===== config.mk =====
export PLATFORM = sky130hd
export DESIGN_NAME = syn_fifo_v2_flat
export DESIGN_NICKNAME = d
export VERILOG_FILES = /design/src/rtl/syn_fifo_v2_if.sv /design/src/rtl/syn_fifo_v2.sv /design/src/flat_wrapper.sv
export SDC_FILE = /design/constraint.sdc
export NUM_CORES = 1
export LEC_CHECK = 0
export ABC_AREA = 1
export BUFFER_PORTS_ARGS = -buffer_cell sky130_fd_sc_hd__buf_4
export CAP_MARGIN = 0
export CORE_UTILIZATION = 65
export CTS_CLUSTER_DIAMETER = 100
export DETAILED_ROUTE_END_ITERATION = 8
export HOLD_SLACK_MARGIN = 0.02
export PLACE_DENSITY = 0.84
export SYNTH_ARGS = -nofsm -noshare
export SYNTH_HDL_FRONTEND = slang
export SYNTH_SLANG_ARGS = --single-unit

===== constraint.sdc =====
create_clock -name I_clk -period 6 [get_ports I_clk]
set_clock_uncertainty 0.05 [all_clocks]
set_input_delay 1.2 -clock I_clk [delete_from_list [all_inputs] [get_ports I_clk]]
set_output_delay 1.2 -clock I_clk [all_outputs]
set_load 0.02 [all_outputs]

===== src/rtl/syn_fifo_v2_if.sv =====
// syn_fifo_v2_if: producer/consumer bundle for syn_fifo_v2.
//
// Handshake: a write is taken on a rising edge when I_winc=1 and O_wfull=0.
// A read (pop) is taken when I_rinc=1 and O_rempty=0. A request made against
// a full or empty FIFO is dropped and reported by a one-cycle O_overflow or
// O_underflow pulse. I_clr flushes the FIFO and wins over both requests.
//
// Modports:
//   master - producer/consumer side: drives I_*, observes O_*
//   slave  - FIFO side: observes I_*, drives O_*
interface syn_fifo_v2_if #(
  parameter int ASIZE = 4,
  parameter int DSIZE = 8
);
  logic             I_clr;
  logic             I_winc;
  logic [DSIZE-1:0] I_wdata;
  logic             I_rinc;
  logic             O_wfull;
  logic             O_wafull;
  logic             O_overflow;
  logic [DSIZE-1:0] O_rdata;
  logic             O_rvalid;
  logic             O_rempty;
  logic             O_raempty;
  logic             O_underflow;
  logic [ASIZE:0]   O_count;

  modport master (
    output I_clr, I_winc, I_wdata, I_rinc,
    input  O_wfull, O_wafull, O_overflow, O_rdata, O_rvalid,
           O_rempty, O_raempty, O_underflow, O_count
  );

  modport slave (
    input  I_clr, I_winc, I_wdata, I_rinc,
    output O_wfull, O_wafull, O_overflow, O_rdata, O_rvalid,
           O_rempty, O_raempty, O_underflow, O_count
  );
endinterface


===== src/rtl/syn_fifo_v2.sv =====
// syn_fifo_v2: single-clock synchronous FIFO with optional first-word-fall-
// through, exact fill count, almost-full/almost-empty flags, overflow and
// underflow pulses and a synchronous flush.
//
// Ports:
//   I_clk   - sole clock, rising edge
//   I_rst_n - asynchronous active-low reset
//   bus     - syn_fifo_v2_if.slave: I_clr, I_winc/I_wdata, I_rinc in;
//             flags, count, O_rdata/O_rvalid and error pulses out
//
// FWFT=0: a pop loads O_rdata from memory, valid (O_rvalid) the next cycle.
// FWFT=1: O_rdata is an output register holding the head word; O_rempty is
//         the inverse of that register's valid bit and O_count includes it.
module syn_fifo_v2 #(
  parameter     MEM_STYLE = "block",
  parameter int ASIZE     = 4,
  parameter int DSIZE     = 8,
  parameter int FWFT      = 0,
  parameter int AF_LEVEL  = (1 << ASIZE) - 2,
  parameter int AE_LEVEL  = 2
) (
  input  logic          I_clk,
  input  logic          I_rst_n,
  syn_fifo_v2_if.slave  bus
);
  localparam int             DEPTH   = 1 << ASIZE;
  localparam logic [ASIZE:0] DEPTH_C = (ASIZE+1)'(DEPTH);
  localparam logic [ASIZE:0] AF_C    = (ASIZE+1)'(AF_LEVEL);
  localparam logic [ASIZE:0] AE_C    = (ASIZE+1)'(AE_LEVEL);

  (* ram_style = MEM_STYLE *)
  logic [DSIZE-1:0] r_mem [DEPTH];

  logic [ASIZE-1:0] r_wptr, r_rptr;
  logic [ASIZE:0]   r_count;
  logic             r_wfull, r_wafull, r_rempty, r_raempty;
  logic             r_overflow, r_underflow, r_rvalid;
  logic [DSIZE-1:0] r_rdata;

  logic             w_wacc, w_racc, w_rd_mem;
  logic             w_rempty_nxt, w_rvalid_nxt;
  logic [ASIZE:0]   w_count_nxt, w_mem_cnt;

  always_comb begin
    w_wacc      = bus.I_winc & ~r_wfull & ~bus.I_clr;
    w_racc      = bus.I_rinc & ~r_rempty & ~bus.I_clr;
    w_count_nxt = r_count + {{ASIZE{1'b0}}, w_wacc} - {{ASIZE{1'b0}}, w_racc};
    // Words still in memory, i.e. not counting the FWFT output register.
    w_mem_cnt   = r_count - {{ASIZE{1'b0}}, ~r_rempty};
    if (FWFT != 0) begin
      // Prefetch when the output register is empty or being popped, using
      // memory contents from before this edge (hence the two-edge latency).
      w_rd_mem     = (r_rempty | w_racc) & (w_mem_cnt != '0) & ~bus.I_clr;
      w_rempty_nxt = ~(w_rd_mem | (~r_rempty & ~w_racc));
      w_rvalid_nxt = ~w_rempty_nxt;
    end else begin
      w_rd_mem     = w_racc;
      w_rempty_nxt = (w_count_nxt == '0);
      w_rvalid_nxt = w_racc;
    end
  end

  // Storage is not reset; pointers and count define what is valid.
  always_ff @(posedge I_clk) begin
    if (w_wacc) r_mem[r_wptr] <= bus.I_wdata;
  end

  always_ff @(posedge I_clk or negedge I_rst_n) begin
    if (!I_rst_n) begin
      r_wptr      <= '0;
      r_rptr      <= '0;
      r_count     <= '0;
      r_wfull     <= 1'b0;
      r_wafull    <= 1'b0;
      r_rempty    <= 1'b1;
      r_raempty   <= 1'b1;
      r_overflow  <= 1'b0;
      r_underflow <= 1'b0;
      r_rvalid    <= 1'b0;
      r_rdata     <= '0;
    end else if (bus.I_clr) begin
      // Flush: O_rdata deliberately keeps its last value.
      r_wptr      <= '0;
      r_rptr      <= '0;
      r_count     <= '0;
      r_wfull     <= 1'b0;
      r_wafull    <= 1'b0;
      r_rempty    <= 1'b1;
      r_raempty   <= 1'b1;
      r_overflow  <= 1'b0;
      r_underflow <= 1'b0;
      r_rvalid    <= 1'b0;
    end else begin
      if (w_wacc) r_wptr <= r_wptr + ASIZE'(1);
      if (w_rd_mem) begin
        r_rdata <= r_mem[r_rptr];
        r_rptr  <= r_rptr + ASIZE'(1);
      end
      r_count     <= w_count_nxt;
      // Flags come from the next count so they are exact when registered.
      r_wfull     <= (w_count_nxt == DEPTH_C);
      r_wafull    <= (w_count_nxt >= AF_C);
      r_raempty   <= (w_count_nxt <= AE_C);
      r_rempty    <= w_rempty_nxt;
      r_rvalid    <= w_rvalid_nxt;
      r_overflow  <= bus.I_winc & r_wfull;
      r_underflow <= bus.I_rinc & r_rempty;
    end
  end

  assign bus.O_count     = r_count;
  assign bus.O_wfull     = r_wfull;
  assign bus.O_wafull    = r_wafull;
  assign bus.O_rempty    = r_rempty;
  assign bus.O_raempty   = r_raempty;
  assign bus.O_overflow  = r_overflow;
  assign bus.O_underflow = r_underflow;
  assign bus.O_rvalid    = r_rvalid;
  assign bus.O_rdata     = r_rdata;
endmodule


===== src/flat_wrapper.sv =====
// flat-port wrapper written by rule: the top's interface ports become plain ports
module syn_fifo_v2_flat 
#(
  parameter     MEM_STYLE = "     ",
  parameter int ASIZE     = 4,
  parameter int DSIZE     = 8,
  parameter int FWFT      = 0,
  parameter int AF_LEVEL  = (1 << ASIZE) - 2,
  parameter int AE_LEVEL  = 2
)
  (I_clk, I_rst_n, bus_I_clr, bus_I_winc, bus_I_wdata, bus_I_rinc, bus_O_wfull, bus_O_wafull, bus_O_overflow, bus_O_rdata, bus_O_rvalid, bus_O_rempty, bus_O_raempty, bus_O_underflow, bus_O_count);
  syn_fifo_v2_if #(.ASIZE(ASIZE), .DSIZE(DSIZE)) bus_i ();
  input  logic I_clk;
  input  logic I_rst_n;
  input wire logic [$bits(bus_i.I_clr)-1:0] bus_I_clr;
  input wire logic [$bits(bus_i.I_winc)-1:0] bus_I_winc;
  input wire logic [$bits(bus_i.I_wdata)-1:0] bus_I_wdata;
  input wire logic [$bits(bus_i.I_rinc)-1:0] bus_I_rinc;
  output wire logic [$bits(bus_i.O_wfull)-1:0] bus_O_wfull;
  output wire logic [$bits(bus_i.O_wafull)-1:0] bus_O_wafull;
  output wire logic [$bits(bus_i.O_overflow)-1:0] bus_O_overflow;
  output wire logic [$bits(bus_i.O_rdata)-1:0] bus_O_rdata;
  output wire logic [$bits(bus_i.O_rvalid)-1:0] bus_O_rvalid;
  output wire logic [$bits(bus_i.O_rempty)-1:0] bus_O_rempty;
  output wire logic [$bits(bus_i.O_raempty)-1:0] bus_O_raempty;
  output wire logic [$bits(bus_i.O_underflow)-1:0] bus_O_underflow;
  output wire logic [$bits(bus_i.O_count)-1:0] bus_O_count;
  assign bus_i.I_clr = bus_I_clr;
  assign bus_i.I_winc = bus_I_winc;
  assign bus_i.I_wdata = bus_I_wdata;
  assign bus_i.I_rinc = bus_I_rinc;
  assign bus_O_wfull = bus_i.O_wfull;
  assign bus_O_wafull = bus_i.O_wafull;
  assign bus_O_overflow = bus_i.O_overflow;
  assign bus_O_rdata = bus_i.O_rdata;
  assign bus_O_rvalid = bus_i.O_rvalid;
  assign bus_O_rempty = bus_i.O_rempty;
  assign bus_O_raempty = bus_i.O_raempty;
  assign bus_O_underflow = bus_i.O_underflow;
  assign bus_O_count = bus_i.O_count;
  syn_fifo_v2 #(.MEM_STYLE(MEM_STYLE), .ASIZE(ASIZE), .DSIZE(DSIZE), .FWFT(FWFT), .AF_LEVEL(AF_LEVEL), .AE_LEVEL(AE_LEVEL)) u_core (.I_clk(I_clk), .I_rst_n(I_rst_n), .bus(bus_i));
endmodule

## Yosys cells after proc, flatten, opt, wreduce, memory -nomap -nowiden

Memories as Yosys holds them, arrays and structs flattened. A register that Yosys moved wholly into a read port is not among the register bits.
Cells that the tools add are included.

- Input bits: 13
- Memories: 1
- Output and inout bits: 20
- Flip-flop bits (word level): 20
- Memory bits (writable): 128
- Logic and storage cells: 46

- Eq/ne operators: 1
- Add/sub/neg operators: 4
- Magnitude comparators: 2
- Reduce and logical (&&, ||, !) cells: 5
- Bitwise logic cells: 9
- Multiplexer cells: 14

Memory list:

| name | depth | width | rd ports | clocked after Yosys merged registers in | write ports | line | source |
|---|---|---|---|---|---|---|---|
| u_core.r_mem | 16 | 8 | 1 | 1 | 1 | syn_fifo_v2.sv:32 | `logic [DSIZE-1:0] r_mem [DEPTH];` |

Operator list:

| cell | count |
|---|---|
| $mux W4 | 4 |
| $mux W1 | 9 |
| $add A4 B1 Y4 const B | 2 |
| $and A1 B1 Y1 | 6 |
| $add A5 B1 Y5 | 1 |
| $eq A5 B5 Y1 const B | 1 |
| $ge A5 B4 Y1 const B | 1 |
| $le A5 B2 Y1 const B | 1 |
| $logic_not A5 Y1 | 1 |
| $mux W5 | 1 |
| $sub A5 B1 Y5 | 1 |
| $reduce_bool A2 Y1 | 2 |
| $not A1 Y1 | 3 |
| $reduce_and A2 Y1 | 1 |
| $logic_not A1 Y1 | 1 |

## Longest topological paths before layout

- Word-level depth: 7
- Gate-level depth with buffers: 15
- Gate-level depth less buffers: 14

## Worst setup path before layout

Ideal clock, no wire load.

- Path type: input to register
- Start: input bus_I_rinc
- End: register u_core.r_wafull, in the netlist u_core.bus.O_wafull
- Arrival: 2.935 ns
- Stages on the path: 13
- Buffers on the path: 1
- Setup slack: 2.896 ns
- Setup time: 0.119 ns
- Data required time: 5.831 ns
- Cell sequence: nand2_1 nor2_1 buf_4 ha_1 inv_1 ha_1 inv_1 fa_1 nand3b_1 nand2_1 nand2_1 nand3_1 nand2_1

- Word-level cells in the longest chain between the ends: 5

RTL lines:

| item | line | source |
|---|---|---|
| start, declared | flat_wrapper.sv:18 | `input wire logic [$bits(bus_i.I_rinc)-1:0] bus_I_rinc;` |
| $and A1 B1 Y1 (2 in series) | syn_fifo_v2.sv:46 | `w_racc = bus.I_rinc & ~r_rempty & ~bus.I_clr;` |
| $sub A5 B1 Y5 | syn_fifo_v2.sv:47 | `w_count_nxt = r_count + {{ASIZE{1'b0}}, w_wacc} - {{ASIZE{1'b0}}, w_racc};` |
| $ge A5 B4 Y1 | syn_fifo_v2.sv:102 | `r_wafull <= (w_count_nxt >= AF_C);` |
| $mux W1 | syn_fifo_v2.sv:81 | `end else if (bus.I_clr) begin` |
| end signal, assigned | syn_fifo_v2.sv:102 |  |
| end, declared | syn_fifo_v2.sv:36 | `logic r_wfull, r_wafull, r_rempty, r_raempty;` |

Every way passes these cells.
A chain may end at the register's enable or synchronous reset.

## Final worst setup path

- Start: input bus_I_rinc
- End: register u_core.r_rempty, in the netlist u_core.bus.O_rempty

- Word-level cells in the longest chain between the ends: 5

RTL lines:

| item | line | source |
|---|---|---|
| $and A1 B1 Y1 (2 in series) | syn_fifo_v2.sv:46 |  |
| $sub A5 B1 Y5 | syn_fifo_v2.sv:47 |  |
| $logic_not A5 Y1 | syn_fifo_v2.sv:58 | `w_rempty_nxt = (w_count_nxt == '0);` |
| $mux W1 | syn_fifo_v2.sv:81 |  |
| end signal, assigned | syn_fifo_v2.sv:104 | `r_rempty <= w_rempty_nxt;` |
| end, declared | syn_fifo_v2.sv:36 |  |

Every way passes these cells.

==> summary.md <==
| Metric | Value |
|---|---|
| Post-CTS Setup Bufs | 0 |
| Final setup margin | 2600 ps |
| Fraction of the mapped netlist area in compound gates | 2.27% |
| Hold_sp | u_core.bus.O_rdata[5]$_DFFE_PN0P_ |
| Die area | 10600 um^2 |
| Delay-heaviest family, CP | simple AND/OR/NAND/NOR gates |
| Area leader, netlist | edfxtp_1 |
| Overall Power | 0.00301 W |
| Most used cell, CP | nand2_1 |
| # setup viols final | 0 |
| Mapped Area | 6600 um^2 |
| Worst EP arrival | 3830 ps |
| Fin. max-slew vios | 0 |
| Crit path launch type | input pin |
| Cell Rows | 36 |
| Post-synthesis mux area share | 0% |
| Total CTS buffers | 17 |
| Post-Synth Simple-Gate Area | 21.6% |
| Sequential fraction of the synthesis area | 68.9% |
| Total GRT Usage | 31.9% |
| Dpl cells | 740 |
| Filler Cell Count | 628 |
| Seq cells post-synth | 156 |
| Netlist cell types | 25 |
| Dpl ws | 2190 ps |
| Register area | 4550 um^2 |
| Total gr overflow | 0 |
| Most frequent cells in the layout | 216 x nand2_1, 128 x edfxtp_1, 81 x nand3_1 |
| Antenna violations before repair | 0 |
| Critical Path End Type | flop |
| Critical path's largest stage delay | 680 ps |
| DIE WIDTH | 103 um |
| Worst Setup SP | bus_I_rinc |
| Initial core utilization | 67.2% |
| Post-DRT Antenna Nets | 0 |
| Synthesized instance count | 596 |
| Final wirelength | 15.6 mm |
| Fin nets | 650 |
| CTS tree | built |
| RSZ-0062 raised after global routing | no |
| Hold-fix buffer count after cts | 0 |
| Area growth from synthesis to layout | 12.3% |
| LEAKAGE | 3.00 nW |
| Slowest CP cell | nor2_1 |
| Core area | 9820 um^2 |
| Critical Path RT | 6430 ps |
| IO Pins | 33 |
| Root Buffer | clkbuf_8 |
| Crit Path Max Fanout | 13 |
| Antenna cell count | 0 |
| Cell-by-cell trace of the critical path | buf_4, nand2_1, nor2_1, ha_1, inv_1, ha_1, inv_1, fa_1, nand3b_1, nand2_1, nand2_1, nand2_1, nand3_1, nand2_1 |
| Post-CTS sizing | 0 |
| Main combinational cell family by area after synthesis | simple AND/OR/NAND/NOR gates |
| Clock Latency Late Sink | 530 ps |
| Commonest non-fill, non-tap cell in the layout | nand2_1 |
| Setup TNS | 0 ps |
| Synth area leaders | edfxtp_1 58%, nand2_1 12%, dfrtp_1 9.9%, nand3_1 6.1%, ha_1 1.9% |
| Relative slew slack | 20.1% |
| Share of the synthesized area in the top cell type | 58.2% |
| DR DRC count | 0 |
| TritonRoute pass-1 iters | 5 |
| Final GP Congestion | 0.976 |
| Average cell area after synthesis | 11.1 um^2 |
| Syn nets | 620 |
| HPWL after DPL | 9.52 mm |
| Buf/Inv on CP | 3 |
| Layout Utilization | 75.5% |
| Tcrit/Tclk final | 56.7% |
| Endpoints failing hold | 0 |
| Class of the worst hold path | reg2reg |
| Worst setup path class | in2reg |
| Xor and xnor area share after synthesis | 0.265% |
| Largest net degree at the start of global routing | 68 |
| Reg2reg start | u_core.bus.O_rempty$_DFF_PN1_ |
| Drt wl/cell | 20.2 um |
| Synth warn | 0 |
| Outcome | complete, no violations |
| Die Ht | 103 um |
| Clock net sink count | 156 |
| Max IR drop VDD | 0.240 mV |
| Fmax | 0.294 GHz |
| Clock Pin Slew Worst Setup and Hold Paths | 60 ps |
| First-pass GRT wire length | 23.5 mm |
| Adder-cell area share of the yosys netlist | 2.20% |
| Pwr Density | 406 nW/um^2 |
| Number of global-route vias before repair | 4499 |
| Via count | 4613 |
| Max-Cap Viols | 0 |
| Layout cells sized above 1 | 11.1% |
| Port buffer count | 32 |
| Vias per inst | 5.98 |
| Worst Max-Slew Pin Slew | 1190 ps |
| Number of DRC markers in iteration 0 | 499 |
| Multi-input logic area | 1740 um^2 |
| CTS max path bufs | 2 |
| Min Tclk post-route | 3400 ps |
| Non-filler instance count after layout | 772 |
| H-tree levels | 4 |
==> routing by layer <==
| metal | GRT usage (%) | vias up | part of all wire [%] |
|---|---|---|---|
| met3 | 7.39 | 52 | 10 |
| met4 | 15.4 | 0 | 3.1 |
| met2 | 52.6 | 268 | 51 |
| li1 | - | 2079 | - |
| met1 | 40.6 | 2214 | 36 |
| met5 | 0 | - | 0 |
==> per-stage QoR <==
step	instance area, um^2	hold WS, ps
floorplan	6600	389
global placement	6840	416
detailed placement	6840	421
CTS	7410	438
global route	7410	465
finish	7410	435
==> kinds of logic after synthesis <==
family                   after synthesis
flip-flops                           156
XOR/XNOR                               2
AO/OA/AOI/OAI                         30
buffers and inverters                 56
adder cells (fa/ha/maj)               11
AND/OR/NAND/NOR                      341
==> sequential cells by signal, indices dropped and copies added, names as in the netlist, 4 cells and up <==
register	flops
u_core.bus.O_count	5
u_core.r_wptr	4
u_core.r_rptr	4
u_core.bus.O_rdata	8
u_core.r_mem	128
==> power by group <==
group	leakage [nW]	internal (W)	total, W	switching (W)
clock network	0.270	0.000630	0.00105	0.000417
registers	1.52	0.00125	0.00131	0.0000519
logic	1.21	0.000208	0.000658	0.000450
total	3.00	0.00209	0.00301	0.000919
==> area by class of cell <==
type                            count  share of cell area, %
Tap cell                          133                   2.24
Sequential cell                   156                   61.3
Clock buffer                       20                   5.74
Multi-Input combinational cell    384                   23.5
Clock inverter                     12                   1.99
Timing Repair Buffer               35                   3.54
Inverter                           32                   1.69
==> synth_stat cells, drive strengths merged <==
cell type,n
nand3b,1
ha,10
dfrtp,26
nor2,28
xnor2,1
nand2,217
nand3,81
inv,32
nor3,14
o21ai,8
edfxtp,128
a21oi,22
xor2,1
buf,24
dfstp,2
fa,1
==> path summary, 6_finish.rpt <==
check	end	slack, ps	cells after the start
max	u_core.bus.O_rempty$_DFF_PN1_	2600	14
min	u_core.bus.O_rdata[5]$_DFFE_PN0P_	440	2
min reg2reg	u_core.bus.O_rdata[5]$_DFFE_PN0P_	440	2
max in group asynchronous	u_core.bus.O_rempty$_DFF_PN1_	5060	1
max reg2reg	u_core.bus.O_rempty$_DFF_PN1_	2920	14
min in group asynchronous	u_core.bus.O_wfull$_DFF_PN0_	530	1
==> worst reg2reg max path, stage by stage, from the launching register on <==
cell,delay (ps)
dfstp_2,380
inv_1,50
nand2_1,110
nor2_1,680
ha_1,380
inv_1,60
ha_1,180
inv_1,70
fa_1,400
nand3b_1,210
nand2_1,100
nand2_1,90
nand2_1,110
nand3_1,90
nand2_1,80
(Power assumes the default switching activity.)
